--- config.mk ---
export PLATFORM = sky130hd
export DESIGN_NAME = meteor_field_flat
export DESIGN_NICKNAME = d
export VERILOG_FILES = /design/src/rtl/meteor_field_pkg.sv /design/src/rtl/meteor_field_if.sv /design/src/rtl/meteor_field_lfsr.sv /design/src/rtl/meteor_field.sv /design/src/flat_wrapper.sv
export SDC_FILE = /design/constraint.sdc
export NUM_CORES = 2
export LEC_CHECK = 0
export BUFFER_PORTS_ARGS = -buffer_cell sky130_fd_sc_hd__buf_4
export CORE_MARGIN = 4
export CORE_UTILIZATION = 30
export CTS_CLUSTER_DIAMETER = 40
export DETAILED_ROUTE_END_ITERATION = 10
export GPL_TIMING_DRIVEN = 0
export SLEW_MARGIN = 5
export SYNTH_ARGS = -nofsm -noshare
export SYNTH_HDL_FRONTEND = slang
export SYNTH_SLANG_ARGS = --single-unit
--- constraint.sdc ---
create_clock -name i_frame_clk -period 10.15 [get_ports i_frame_clk]
set_clock_uncertainty 0.15 [all_clocks]
set_input_delay 0 -clock i_frame_clk [delete_from_list [all_inputs] [get_ports i_frame_clk]]
set_output_delay 0 -clock i_frame_clk [all_outputs]
set_load 0.02 [all_outputs]
--- src/rtl/meteor_field_pkg.sv ---
// Shared types and helpers for the meteor field: per-meteor state encoding,
// LFSR taps and the spawn X folding function.
package meteor_pkg;

  typedef enum logic [1:0] {IDLE, ACTIVE, EXPLODE} obj_state_t;

  localparam logic [15:0] LFSR_TAPS = 16'hB400;

  // Fold a 10-bit random value into [0, range) with a single subtract.
  function automatic logic [9:0] spawn_x(input logic [15:0] lfsr, input logic [9:0] range);
    return (lfsr[9:0] >= range) ? (lfsr[9:0] - range) : lfsr[9:0];
  endfunction

endpackage

--- src/rtl/meteor_field_if.sv ---
// Bullet inputs and meteor/score outputs exchanged with the ship logic and renderer.
interface meteor_field_if #(
  parameter int OBJ_NUM  = 8,
  parameter int AMMO_NUM = 2,
  parameter int COORD_W  = 10,
  parameter int CNT_W    = 16
);
  logic                        enable;
  logic [AMMO_NUM*COORD_W-1:0] ammo_x;
  logic [AMMO_NUM*COORD_W-1:0] ammo_y;
  logic [AMMO_NUM-1:0]         ammo_valid;
  logic [OBJ_NUM*COORD_W-1:0]  obj_x;
  logic [OBJ_NUM*COORD_W-1:0]  obj_y;
  logic [COORD_W-1:0]          obj_size;
  logic [OBJ_NUM-1:0]          obj_active;
  logic [OBJ_NUM-1:0]          obj_exploding;
  logic [AMMO_NUM-1:0]         ammo_hit;
  logic                        hit_pulse;
  logic                        miss_pulse;
  logic [CNT_W-1:0]            hit_count;

  modport master (
    output enable, ammo_x, ammo_y, ammo_valid,
    input  obj_x, obj_y, obj_size, obj_active, obj_exploding,
           ammo_hit, hit_pulse, miss_pulse, hit_count
  );

  modport slave (
    input  enable, ammo_x, ammo_y, ammo_valid,
    output obj_x, obj_y, obj_size, obj_active, obj_exploding,
           ammo_hit, hit_pulse, miss_pulse, hit_count
  );
endinterface

--- src/rtl/meteor_field_lfsr.sv ---
// 16-bit right-shifting Galois LFSR; holds its value while i_en is low.
module lfsr_galois16
  import meteor_pkg::*;
(
  input  logic        i_clk,
  input  logic        i_rst,
  input  logic [15:0] i_seed,
  input  logic        i_en,
  output logic [15:0] o_state
);
  logic [15:0] r_state;

  always_ff @(posedge i_clk or posedge i_rst) begin
    if (i_rst)     r_state <= i_seed;
    else if (i_en) r_state <= {1'b0, r_state[15:1]} ^ (r_state[0] ? LFSR_TAPS : 16'h0000);
  end

  assign o_state = r_state;
endmodule

--- src/rtl/meteor_field.sv ---
// OBJ_NUM falling meteors with randomised spawn, per-bullet collision and a
// saturating destroy counter; advances once per enabled frame.
module meteor_field
  import meteor_pkg::*;
#(
  parameter int          OBJ_NUM        = 8,
  parameter int          AMMO_NUM       = 2,
  parameter int          COORD_W        = 10,
  parameter int          OBJ_SIZE       = 30,
  parameter int          SCREEN_W       = 640,
  parameter int          SCREEN_H       = 480,
  parameter int          RESPAWN_FRAMES = 16,
  parameter int          EXPLODE_FRAMES = 8,
  parameter int          CNT_W          = 16,
  parameter logic [15:0] LFSR_SEED      = 16'hACE1
)(
  input logic           i_frame_clk,
  input logic           i_reset,
  meteor_field_if.slave bus
);
  localparam int            CW      = COORD_W;
  localparam int            TW      = $clog2(RESPAWN_FRAMES + EXPLODE_FRAMES + OBJ_NUM + 2);
  localparam logic [CW:0]   SIZE_X  = (CW+1)'(OBJ_SIZE);
  localparam logic [CW:0]   H_X     = (CW+1)'(SCREEN_H);
  localparam logic [9:0]    X_RANGE = 10'(SCREEN_W - OBJ_SIZE);

  logic [15:0]                      w_lfsr;
  logic [OBJ_NUM-1:0][CW-1:0]       w_x, w_y;
  logic [OBJ_NUM-1:0]               w_act, w_expl, w_elig, w_spawn, w_destroy, w_miss;
  logic [AMMO_NUM-1:0][CW:0]        w_ax, w_ay;
  logic [AMMO_NUM-1:0][OBJ_NUM-1:0] w_hm;
  logic [AMMO_NUM-1:0]              w_ahit;
  logic [CNT_W:0]                   w_sum;

  logic [AMMO_NUM-1:0] r_ahit;
  logic                r_hit, r_miss;
  logic [CNT_W-1:0]    r_hcnt;

  lfsr_galois16 u_lfsr (
    .i_clk   (i_frame_clk),
    .i_rst   (i_reset),
    .i_seed  (LFSR_SEED),
    .i_en    (bus.enable),
    .o_state (w_lfsr)
  );

  always_comb begin
    w_ax = '0;
    w_ay = '0;
    for (int j = 0; j < AMMO_NUM; j++) begin
      w_ax[j] = {1'b0, bus.ammo_x[j*CW +: CW]};
      w_ay[j] = {1'b0, bus.ammo_y[j*CW +: CW]};
    end
  end

  // A bullet claims only the lowest-index meteor it is strictly inside.
  always_comb begin
    w_hm      = '0;
    w_destroy = '0;
    w_ahit    = '0;
    for (int j = 0; j < AMMO_NUM; j++) begin
      for (int i = 0; i < OBJ_NUM; i++) begin
        if (bus.ammo_valid[j] && w_act[i] &&
            ({1'b0, w_x[i]} < w_ax[j]) && (w_ax[j] < {1'b0, w_x[i]} + SIZE_X) &&
            ({1'b0, w_y[i]} < w_ay[j]) && (w_ay[j] < {1'b0, w_y[i]} + SIZE_X))
          w_hm[j][i] = 1'b1;
      end
      w_destroy = w_destroy | (w_hm[j] & (~w_hm[j] + OBJ_NUM'(1)));
      w_ahit[j] = |w_hm[j];
    end
  end

  assign w_spawn = w_elig & (~w_elig + OBJ_NUM'(1));

  always_comb begin
    w_sum = {1'b0, r_hcnt};
    for (int i = 0; i < OBJ_NUM; i++) w_sum = w_sum + (CNT_W+1)'(w_destroy[i]);
  end

  always_ff @(posedge i_frame_clk or posedge i_reset) begin
    if (i_reset) begin
      r_ahit <= '0;
      r_hit  <= 1'b0;
      r_miss <= 1'b0;
      r_hcnt <= '0;
    end else if (!bus.enable) begin
      r_ahit <= '0;
      r_hit  <= 1'b0;
      r_miss <= 1'b0;
    end else begin
      r_ahit <= w_ahit;
      r_hit  <= |w_destroy;
      r_miss <= |w_miss;
      r_hcnt <= w_sum[CNT_W] ? {CNT_W{1'b1}} : w_sum[CNT_W-1:0];
    end
  end

  for (genvar i = 0; i < OBJ_NUM; i++) begin : g_obj
    obj_state_t    r_state, w_nxt;
    logic [TW-1:0] r_cnt;
    logic [CW-1:0] r_x, r_y;
    logic [2:0]    r_spd;
    logic [CW:0]   w_ny;
    logic          w_exit, w_is_act, w_is_expl;

    // Counter value 1 means it reaches zero on this edge, so spawning is already allowed.
    assign w_ny       = {1'b0, r_y} + (CW+1)'(r_spd);
    assign w_exit     = (w_ny >= H_X);
    assign w_elig[i]  = (r_state == IDLE) && (r_cnt <= TW'(1));
    assign w_miss[i]  = (r_state == ACTIVE) && !w_destroy[i] && w_exit;
    assign w_x[i]     = r_x;
    assign w_y[i]     = r_y;
    assign w_act[i]   = w_is_act;
    assign w_expl[i]  = w_is_expl;

    always_ff @(posedge i_frame_clk or posedge i_reset) begin
      if (i_reset)         r_state <= IDLE;
      else if (bus.enable) r_state <= w_nxt;
    end

    always_comb begin
      w_nxt = r_state;
      unique case (r_state)
        IDLE:    if (w_spawn[i]) w_nxt = ACTIVE;
        ACTIVE:  if (w_destroy[i]) w_nxt = EXPLODE;
                 else if (w_exit)  w_nxt = IDLE;
        EXPLODE: if (r_cnt == '0)  w_nxt = IDLE;
        default: w_nxt = IDLE;
      endcase
    end

    always_comb begin
      w_is_act  = (r_state == ACTIVE);
      w_is_expl = (r_state == EXPLODE);
    end

    always_ff @(posedge i_frame_clk or posedge i_reset) begin
      if (i_reset) begin
        r_cnt <= TW'(i + 1);
        r_x   <= '0;
        r_y   <= '0;
        r_spd <= 3'd1;
      end else if (bus.enable) begin
        unique case (r_state)
          IDLE: begin
            if (w_spawn[i]) begin
              r_x   <= CW'(spawn_x(w_lfsr, X_RANGE));
              r_y   <= '0;
              r_spd <= (w_lfsr[15:13] == 3'd0) ? 3'd1 : w_lfsr[15:13];
            end else if (r_cnt != '0) begin
              r_cnt <= r_cnt - TW'(1);
            end
          end
          ACTIVE: begin
            if (w_destroy[i]) r_cnt <= TW'(EXPLODE_FRAMES - 1);
            else begin
              r_y <= w_ny[CW-1:0];
              if (w_exit) r_cnt <= TW'(RESPAWN_FRAMES);
            end
          end
          EXPLODE: begin
            if (r_cnt == '0) r_cnt <= TW'(RESPAWN_FRAMES);
            else             r_cnt <= r_cnt - TW'(1);
          end
          default: ;
        endcase
      end
    end
  end

  assign bus.obj_x         = w_x;
  assign bus.obj_y         = w_y;
  assign bus.obj_size      = CW'(OBJ_SIZE);
  assign bus.obj_active    = w_act;
  assign bus.obj_exploding = w_expl;
  assign bus.ammo_hit      = r_ahit;
  assign bus.hit_pulse     = r_hit;
  assign bus.miss_pulse    = r_miss;
  assign bus.hit_count     = r_hcnt;
endmodule

--- src/flat_wrapper.sv ---
// flat-port wrapper written by rule: the top's interface ports become plain ports
module meteor_field_flat import meteor_pkg::*;
#(
  parameter int          OBJ_NUM        = 8,
  parameter int          AMMO_NUM       = 2,
  parameter int          COORD_W        = 10,
  parameter int          OBJ_SIZE       = 30,
  parameter int          SCREEN_W       = 640,
  parameter int          SCREEN_H       = 480,
  parameter int          RESPAWN_FRAMES = 16,
  parameter int          EXPLODE_FRAMES = 8,
  parameter int          CNT_W          = 16,
  parameter logic [15:0] LFSR_SEED      = 16'hACE1
)
  (i_frame_clk, i_reset, bus_enable, bus_ammo_x, bus_ammo_y, bus_ammo_valid, bus_obj_x, bus_obj_y, bus_obj_size, bus_obj_active, bus_obj_exploding, bus_ammo_hit, bus_hit_pulse, bus_miss_pulse, bus_hit_count);
  meteor_field_if #(.OBJ_NUM(OBJ_NUM), .AMMO_NUM(AMMO_NUM), .COORD_W(COORD_W), .CNT_W(CNT_W)) bus_i ();
  input logic i_frame_clk;
  input logic i_reset;
  input wire logic [$bits(bus_i.enable)-1:0] bus_enable;
  input wire logic [$bits(bus_i.ammo_x)-1:0] bus_ammo_x;
  input wire logic [$bits(bus_i.ammo_y)-1:0] bus_ammo_y;
  input wire logic [$bits(bus_i.ammo_valid)-1:0] bus_ammo_valid;
  output wire logic [$bits(bus_i.obj_x)-1:0] bus_obj_x;
  output wire logic [$bits(bus_i.obj_y)-1:0] bus_obj_y;
  output wire logic [$bits(bus_i.obj_size)-1:0] bus_obj_size;
  output wire logic [$bits(bus_i.obj_active)-1:0] bus_obj_active;
  output wire logic [$bits(bus_i.obj_exploding)-1:0] bus_obj_exploding;
  output wire logic [$bits(bus_i.ammo_hit)-1:0] bus_ammo_hit;
  output wire logic [$bits(bus_i.hit_pulse)-1:0] bus_hit_pulse;
  output wire logic [$bits(bus_i.miss_pulse)-1:0] bus_miss_pulse;
  output wire logic [$bits(bus_i.hit_count)-1:0] bus_hit_count;
  assign bus_i.enable = bus_enable;
  assign bus_i.ammo_x = bus_ammo_x;
  assign bus_i.ammo_y = bus_ammo_y;
  assign bus_i.ammo_valid = bus_ammo_valid;
  assign bus_obj_x = bus_i.obj_x;
  assign bus_obj_y = bus_i.obj_y;
  assign bus_obj_size = bus_i.obj_size;
  assign bus_obj_active = bus_i.obj_active;
  assign bus_obj_exploding = bus_i.obj_exploding;
  assign bus_ammo_hit = bus_i.ammo_hit;
  assign bus_hit_pulse = bus_i.hit_pulse;
  assign bus_miss_pulse = bus_i.miss_pulse;
  assign bus_hit_count = bus_i.hit_count;
  meteor_field #(.OBJ_NUM(OBJ_NUM), .AMMO_NUM(AMMO_NUM), .COORD_W(COORD_W), .OBJ_SIZE(OBJ_SIZE), .SCREEN_W(SCREEN_W), .SCREEN_H(SCREEN_H), .RESPAWN_FRAMES(RESPAWN_FRAMES), .EXPLODE_FRAMES(EXPLODE_FRAMES), .CNT_W(CNT_W), .LFSR_SEED(LFSR_SEED)) u_core (.i_frame_clk(i_frame_clk), .i_reset(i_reset), .bus(bus_i));
endmodule
Word level (Yosys, flattened, before mapping)
Index checks and enable logic that the tools add are counted.
{"block": "classes", "addsub": 44, "n_reduce_logical": 189, "eq_ne": 64, "mux": 135, "n_lt_le_gt_ge": 81, "n_bitwise": 8}
{"op": "10-bit by 11-bit less-than comparator with 1-bit output", "count": 32}
{"op": "10-bit less-than comparator", "count": 32}
{"op": "6-bit two-way mux", "count": 40}
{"op": "10-bit by 5-bit adder with 11-bit output (second input constant)", "count": 16}
{"op": "10-bit two-way mux", "count": 17}
{"op": "10-bit one-hot mux with 2 select lines", "count": 8}
{"op": "6-bit one-hot mux with 3 select lines", "count": 8}
{"op": "17-bit by 1-bit adder with 17-bit output", "count": 7}
{"op": "1-bit logical AND", "count": 104}
{"op": "10-bit by 3-bit adder with 11-bit output", "count": 8}
{"op": "11-bit by 9-bit >= comparator with 1-bit output (second input constant)", "count": 8}
{"op": "2-bit two-way mux", "count": 33}
{"op": "2-bit != test (second input constant)", "count": 32}
{"op": "4-bit AND reduction", "count": 16}
{"op": "6-bit by 1-bit less-or-equal comparator with 1-bit output (second input constant)", "count": 8}
{"op": "6-bit zero test", "count": 8}
{"op": "2-bit one-hot mux with 3 select lines", "count": 8}
{"op": "6-bit nonzero test", "count": 8}
{"op": "6-bit by 1-bit subtractor with 6-bit output (second input constant)", "count": 8}
{"op": "5-bit AND reduction", "count": 8}
{"op": "16-bit two-way mux", "count": 2}
{"op": "8-bit OR reduction", "count": 4}
{"op": "8-bit by 1-bit adder with 8-bit output (second input constant)", "count": 3}
{"op": "8-bit AND", "count": 3}
{"op": "other kinds (18)", "count": 100}
{"block": "word_totals", "input_bits": 45, "word_cells": 566, "ff_bits": 284, "out_inout_bits": 206}

Logic depth before layout (Yosys ltp)
{"block": "depth", "word_depth": 20, "depth_mapped": 31, "mapped_depth_nobuf": 30}

Worst setup path before layout
No wires, ideal clock.
{"block": "synth_path", "path_type": "reg-to-reg", "from": "reg u_core.g_obj[0].r_y[4]", "to": "reg u_core.r_hcnt[0] (netlist: u_core.bus.hit_count[0])", "path_slack_ps": 3014, "n_path_buf": 2, "required_time_ps": 9863, "path_stages_with_launch": 29, "arrival_time_ps": 6848, "period_less_slack_ps": 7136, "setup_ps": 137, "cell_sequence": "dfrtp_1 buf_2 or4_1 nand2b_1 xor2_1 ha_1 a21o_1 a21oi_1 o22ai_1 a2111oi_0 nand4_2 and4b_1 a31oi_2 inv_1 fa_1 inv_1 fa_1 inv_1 fa_1 fa_1 fa_1 a21o_1 a21oi_1 nand2b_1 nor2_1 and2_1 clkbuf_1 nand2_1 o211ai_1"}
{"block": "synth_between", "elab_chain_cells": 17, "elab_cells_between_ends": 27}
{"item": "from (decl)", "line": "meteor_field.sv:101", "text": "logic [CW-1:0] r_x, r_y;"}
{"item": "from (signal assigned)", "line": "meteor_field.sv:157", "text": "r_y <= w_ny[CW-1:0];"}
{"item": "10-bit by 5-bit adder with 11-bit output or 10-bit less-than comparator (tied branches)", "line": "meteor_field.sv:65", "text": "({1'b0, w_y[i]} < w_ay[j]) && (w_ay[j] < {1'b0, w_y[i]} + SIZE_X))"}
{"item": "10-bit by 11-bit less-than comparator with 1-bit output or 1-bit logical AND (tied branches)", "line": "meteor_field.sv:65, meteor_field.sv:64"}
{"item": "1-bit logical AND", "line": "meteor_field.sv:65"}
{"item": "1-bit two-way mux", "line": "meteor_field.sv:63", "text": "if (bus.ammo_valid[j] && w_act[i] &&"}
{"item": "8-bit inverter", "line": "meteor_field.sv:68", "text": "w_destroy = w_destroy | (w_hm[j] & (~w_hm[j] + OBJ_NUM'(1)));"}
{"item": "8-bit by 1-bit adder with 8-bit output", "line": "meteor_field.sv:68"}
{"item": "8-bit AND", "line": "meteor_field.sv:68"}
{"item": "8-bit bitwise OR (*)", "line": "meteor_field.sv:68"}
{"item": "16-bit by 1-bit adder with 17-bit output", "line": "meteor_field.sv:77", "text": "for (int i = 0; i < OBJ_NUM; i++) w_sum = w_sum + (CNT_W+1)'(w_destroy[i]);"}
{"item": "17-bit by 1-bit adder with 17-bit output (6 in series)", "line": "meteor_field.sv:77"}
{"item": "17-bit by 1-bit adder with 17-bit output (*)", "line": "meteor_field.sv:77"}
{"item": "16-bit two-way mux (*)", "line": "meteor_field.sv:94", "text": "r_hcnt <= w_sum[CNT_W] ? {CNT_W{1'b1}} : w_sum[CNT_W-1:0];"}
{"item": "to (signal assigned)", "line": "meteor_field.sv:94"}
{"item": "to (decl)", "line": "meteor_field.sv:37", "text": "logic [CNT_W-1:0] r_hcnt;"}
Mark *: on every way between the ends. The rest lies on a longest branch, timed or not.
A chain may end at the register's enable or synchronous reset.

Final worst setup path
{"block": "layout_path", "from": "reg u_core.g_obj[2].r_y[3]", "to": "reg u_core.r_hcnt[0] (netlist: u_core.bus.hit_count[0])"}
{"block": "layout_between", "elab_chain_cells": 15, "elab_cells_between_ends": 25}
{"item": "from (decl)", "line": "meteor_field.sv:101"}
{"item": "from (signal assigned)", "line": "meteor_field.sv:157"}
{"item": "10-bit by 5-bit adder with 11-bit output or 10-bit less-than comparator (tied branches)", "line": "meteor_field.sv:65"}
{"item": "10-bit by 11-bit less-than comparator with 1-bit output or 1-bit logical AND (tied branches)", "line": "meteor_field.sv:65, meteor_field.sv:64"}
{"item": "1-bit logical AND", "line": "meteor_field.sv:65"}
{"item": "1-bit two-way mux", "line": "meteor_field.sv:63"}
{"item": "8-bit inverter", "line": "meteor_field.sv:68"}
{"item": "8-bit by 1-bit adder with 8-bit output", "line": "meteor_field.sv:68"}
{"item": "8-bit AND", "line": "meteor_field.sv:68"}
{"item": "8-bit bitwise OR (*)", "line": "meteor_field.sv:68"}
{"item": "17-bit by 1-bit adder with 17-bit output (5 in series)", "line": "meteor_field.sv:77"}
{"item": "17-bit by 1-bit adder with 17-bit output (*)", "line": "meteor_field.sv:77"}
{"item": "16-bit two-way mux (*)", "line": "meteor_field.sv:94"}
Marked as above.

==> Implementation_results.wiki <==
{| class="wikitable"
! Metric !! Value
|-
| Least-Margin Pin Slew || about 1400 ps
|-
| Post-route non-filler standard cell count || between 5,000 and 6,000
|-
| Total number of yosys warnings || 0
|-
| Final hold violations || 0
|-
| Setup tns final || 0 ps
|-
| Worst endpoint required time || between 10,000 and 15,000 ps
|-
| Combinational family with the most area after synthesis || adder cells
|-
| Overall track demand over capacity in global routing || a little over a fifth
|-
| Pre-CTS worst setup slack || 1048 ps
|-
| Area enclosed by the die boundary || about 110,000 um^2
|-
| Critical hold path startpoint || bus_ammo_valid[1]
|-
| Worst Hold Slack || 179.2 ps
|-
| Synth top area share || a little over a quarter
|-
| EDFF count, synth || 0
|-
| Critical path start-end classification || reg2reg
|-
| Cell Area, Synth || slightly above 30,000 um^2
|-
| Yosys cell types || around 110
|-
| Buf/Inv on CP || 5
|-
| Launch instance of the worst register-to-register path || u_core.g_obj[2].r_y[3]$_DFFE_PP0P_
|-
| Post_cts resized || 0
|-
| Critical path's most frequent cell || sky130_fd_sc_hd__fa_1
|-
| First-iteration detailed-routing DRC count || 2,647
|-
| Final Routed Wirelength || ~120 mm
|-
| End point of the most critical hold path || u_core.bus.ammo_hit[1]$_DFF_PP0_
|-
| Number of antenna violations at the first check in global routing || 15
|-
| Global-route wire length before repair || roughly 180 mm
|-
| Worst Slack Setup Final || 880.6 ps
|-
| Synth Area in Simple Gates || between 10% and 20%
|-
| Total number of clock tree sinks || ~280
|-
| Highest-count cells in the layout ignoring fill and taps || sky130_fd_sc_hd__ha_1 (676), sky130_fd_sc_hd__nand2_1 (324), sky130_fd_sc_hd__o21ai_0 (288)
|-
| Largest delay share family, worst path || compound AO/OA/AOI/OAI gates
|-
| Ranking of synthesized cells by area || sky130_fd_sc_hd__ha_1 (27%), sky130_fd_sc_hd__dfrtp_1 (21%), sky130_fd_sc_hd__o21ai_0 (4.7%), sky130_fd_sc_hd__nand2_1 (3.9%), sky130_fd_sc_hd__a21oi_1 (3.6%)
|-
| Average cell area after synthesis || between 8 and 9 um^2
|-
| Standard cell with the maximum stage delay on the critical path || sky130_fd_sc_hd__nor4b_2
|-
| Data arrival time of the worst path || about 9600 ps
|-
| Max frequency || 107.9 MHz
|-
| Vias in the first global route || about 27,000
|-
| Unrepaired setup endpoints after global routing || false
|-
| Share of synthesized area spent on multiplexers || ~2.6%
|-
| Total via count after detailed routing || slightly below 30,000
|-
| Cell Count Post-Placement || a little over 5,000
|-
| Top flip-flop cell by instance count after synthesis || sky130_fd_sc_hd__dfrtp_1
|-
| Die Y || 329.4 um
|-
| Worst-path maximum fanout || 9
|-
| Seq/Total Area, Yosys || a little under a quarter
|-
| Post-synthesis adder-cell area fraction || between 20 and 30%
|-
| Tightest Hold Check Type || in2reg
|-
| Cell at the root of the clock tree || sky130_fd_sc_hd__clkbuf_16
|-
| Num CTS Buffers || around 60
|-
| Worst hold path cell count || 6
|-
| Layout overhead on the synthesized area || 18.63%
|-
| Complex-gate fraction of the synthesized area || approximately 21%
|-
| Cell taking the most area after synthesis || sky130_fd_sc_hd__ha_1
|-
| R2R Path End || u_core.bus.hit_count[0]$_DFFE_PP0P_
|-
| # setup viols final || 0
|-
| Pin count of the biggest net entering global routing || 111
|-
| Maxcap violations || 0
|-
| Largest stage delay, worst path || 780 ps
|-
| Power Dens Cells || between 200 and 300 nW/um^2
|-
| Run status || complete, no violations
|-
| Number of nets with antenna violations after detailed routing || 0
|-
| Leakage power summed over all cells || 17.34 nW
|-
| Net total in the final layout || ~4,600
|-
| CP Launch Type || register
|-
| Clock buffer depth || 3
|-
| Clock tree from TritonCTS || built
|-
| Final period utilization || around 91%
|-
| Routed len/inst || about 23 um
|-
| Clk_lat worst skew || around 610 ps
|-
| Fraction of the core area covered by cells at the end of the flow || a little over a third
|-
| Type of destination of the critical path || register
|-
| Remaining design rule violation count || 0
|-
| I/O pin cnt || 251
|-
| Horiz. Die Dim || 329.4 um
|-
| Total half-perimeter wirelength after legalization and detailed placement || about 95 mm
|-
| Worst slew slack as a fraction of its limit || 9.636%
|-
| Number of max-slew violations in the final report || 0
|-
| Port-buffer cells || about 240
|-
| Detailed-route vias per instance || about 5.5
|-
| R2R cell count || 28
|-
| Area of the core region || between 100,000 and 150,000 um^2
|-
| Setup slack on the worst flop-to-flop path || 880 ps
|-
| Post-synthesis xor/xnor area fraction || approximately 3.9%
|-
| Router iterations before antenna repair || 6
|-
| Maximum level of the CTS H-tree || 2
|-
| Synthesized instance count || roughly 3,600
|-
| Count of state elements after synthesis || 284
|-
| Std cell rows || 117
|-
| Share of cells above drive strength 1 || 13.43%
|-
| Final global-route overflow total || 0
|-
| FFs w/ async S/R, synth || between 90% and 100%
|-
| Most common cell after layout, fill and taps aside || sky130_fd_sc_hd__ha_1
|-
| Peak supply drop || about 0.14 mV
|-
| Starting density of the core || a little under a third
|-
| Clock transition at the registers of the reported paths || approximately 50 ps
|-
| GPL Wtd Cong || just over 0.9
|-
| Final Critical Period || between 9000 and 10,000 ps
|}
==> state kept, by name, indices dropped and copies added (netlist names) <==
signal and cells:
u_core.bus.ammo_hit 2, u_core.bus.hit_count 16, u_core.bus.hit_pulse 1, u_core.bus.miss_pulse 1, u_core.g_obj.r_cnt 48, u_core.g_obj.r_spd 24
u_core.g_obj.r_state 16, u_core.g_obj.r_x 80, u_core.g_obj.r_y 80, u_core.u_lfsr.o_state 16
==> cells in the mapped netlist, types with 18 or more instances <==
master and n:
sky130_fd_sc_hd__a22o_1 37, sky130_fd_sc_hd__nand2_1 324, sky130_fd_sc_hd__nand2b_1 56, sky130_fd_sc_hd__inv_1 173
sky130_fd_sc_hd__clkbuf_1 67, sky130_fd_sc_hd__a21oi_1 221, sky130_fd_sc_hd__and2_1 19, sky130_fd_sc_hd__o2111ai_1 19
sky130_fd_sc_hd__nor2b_1 67, sky130_fd_sc_hd__nand3_1 99, sky130_fd_sc_hd__a31oi_1 48, sky130_fd_sc_hd__dfstp_2 29
sky130_fd_sc_hd__o211ai_1 39, sky130_fd_sc_hd__nor4_1 27, sky130_fd_sc_hd__a21o_1 70, sky130_fd_sc_hd__mux2_2 57
sky130_fd_sc_hd__nor2_1 206, sky130_fd_sc_hd__a211oi_1 35, sky130_fd_sc_hd__o21ai_0 289, sky130_fd_sc_hd__dfrtp_1 255
sky130_fd_sc_hd__xnor2_1 77, sky130_fd_sc_hd__nor3_1 67, sky130_fd_sc_hd__xor2_1 62, sky130_fd_sc_hd__ha_1 676
sky130_fd_sc_hd__buf_4 27, sky130_fd_sc_hd__o21a_1 37, sky130_fd_sc_hd__and3_1 33, sky130_fd_sc_hd__nand4_1 70
sky130_fd_sc_hd__a2111oi_0 21, sky130_fd_sc_hd__buf_2 18
==> stage by stage <==
step	total power (W)	area, um^2
after floorplan	0.005956	31020
after global placement	0.007825	34520
after detailed placement	0.007972	34620
after CTS	0.01005	36750
after global routing	0.01091	36750
final	0.01006	36760
==> layout make-up <==
cell class | count | area [um^2]
Fill cell | 10506 | 65420
Sequential cell | 284 | 7143
Clock buffer | 76 | 1684
Multi-Input combinational cell | 2975 | 22610
Timing Repair Buffer | 245 | 1907
Buffer | 125 | 610.6
Antenna cell | 5 | 12.51
Tap cell | 1368 | 1712
Inverter | 175 | 664.4
Clock inverter | 37 | 414.1
==> power by group <==
group	internal, W	leakage [nW]	switching (W)
sequential	0.00155	3.64	0.000747
clock	0.00133	1.01	0.000698
combinational	0.00235	12.7	0.00338
total	0.00523	17.3	0.00483
==> logic make-up after synthesis <==
group,count (synthesis)
xor gates and xnor gates,139
DFF,284
muxes,73
adders and majority gates,690
other,2
AOI/OAI and AO/OA,990
and+or+nand+nor,1073
buffers and inverters,300
==> worst register-to-register path, delay by kind of cell, from the launching register on <==
family | cells | cell delay [ps]
buf+inv | 5 | 740
fa+ha+maj | 6 | 2630
flops | 1 | 490
simple gates | 7 | 1840
xor+xnor | 1 | 230
compound gates | 9 | 3030
==> timing repair <==
item / CTS / global route
setup buffers: 0 / 0
hold buffers: 3 / 0
hold endpoints to repair: 181 / 0
==> layer usage <==
metal	track usage [%]	share of wire [%]	vias up
li1	-	-	13894
met3	5.296	9.7	228
met5	0	0.094	-
met4	6.255	3.1	18
met2	33.54	44	1127
met1	29.10	43	14021
==> worst max-delay path by stage <==
stage,from,slack [ps],cells after the start,endpoint
final,u_core.g_obj[2].r_y[3]$_DFFE_PP0P_,880,28,u_core.bus.hit_count[0]$_DFFE_PP0P_
after global routing,u_core.g_obj[2].r_y[3]$_DFFE_PP0P_,520,28,u_core.bus.hit_count[0]$_DFFE_PP0P_
after CTS,u_core.g_obj[2].r_y[3]$_DFFE_PP0P_,990,28,u_core.bus.hit_count[0]$_DFFE_PP0P_
after detailed placement,u_core.g_obj[2].r_y[3]$_DFFE_PP0P_,1050,28,u_core.bus.hit_count[0]$_DFFE_PP0P_
after global placement,i_reset,-1910,2,u_core.g_obj[4].r_x[4]$_DFFE_PP0P_
after floorplan,i_reset,2210,1,u_core.bus.ammo_hit[0]$_DFF_PP0_
Power figures use the tool's default switching activity.
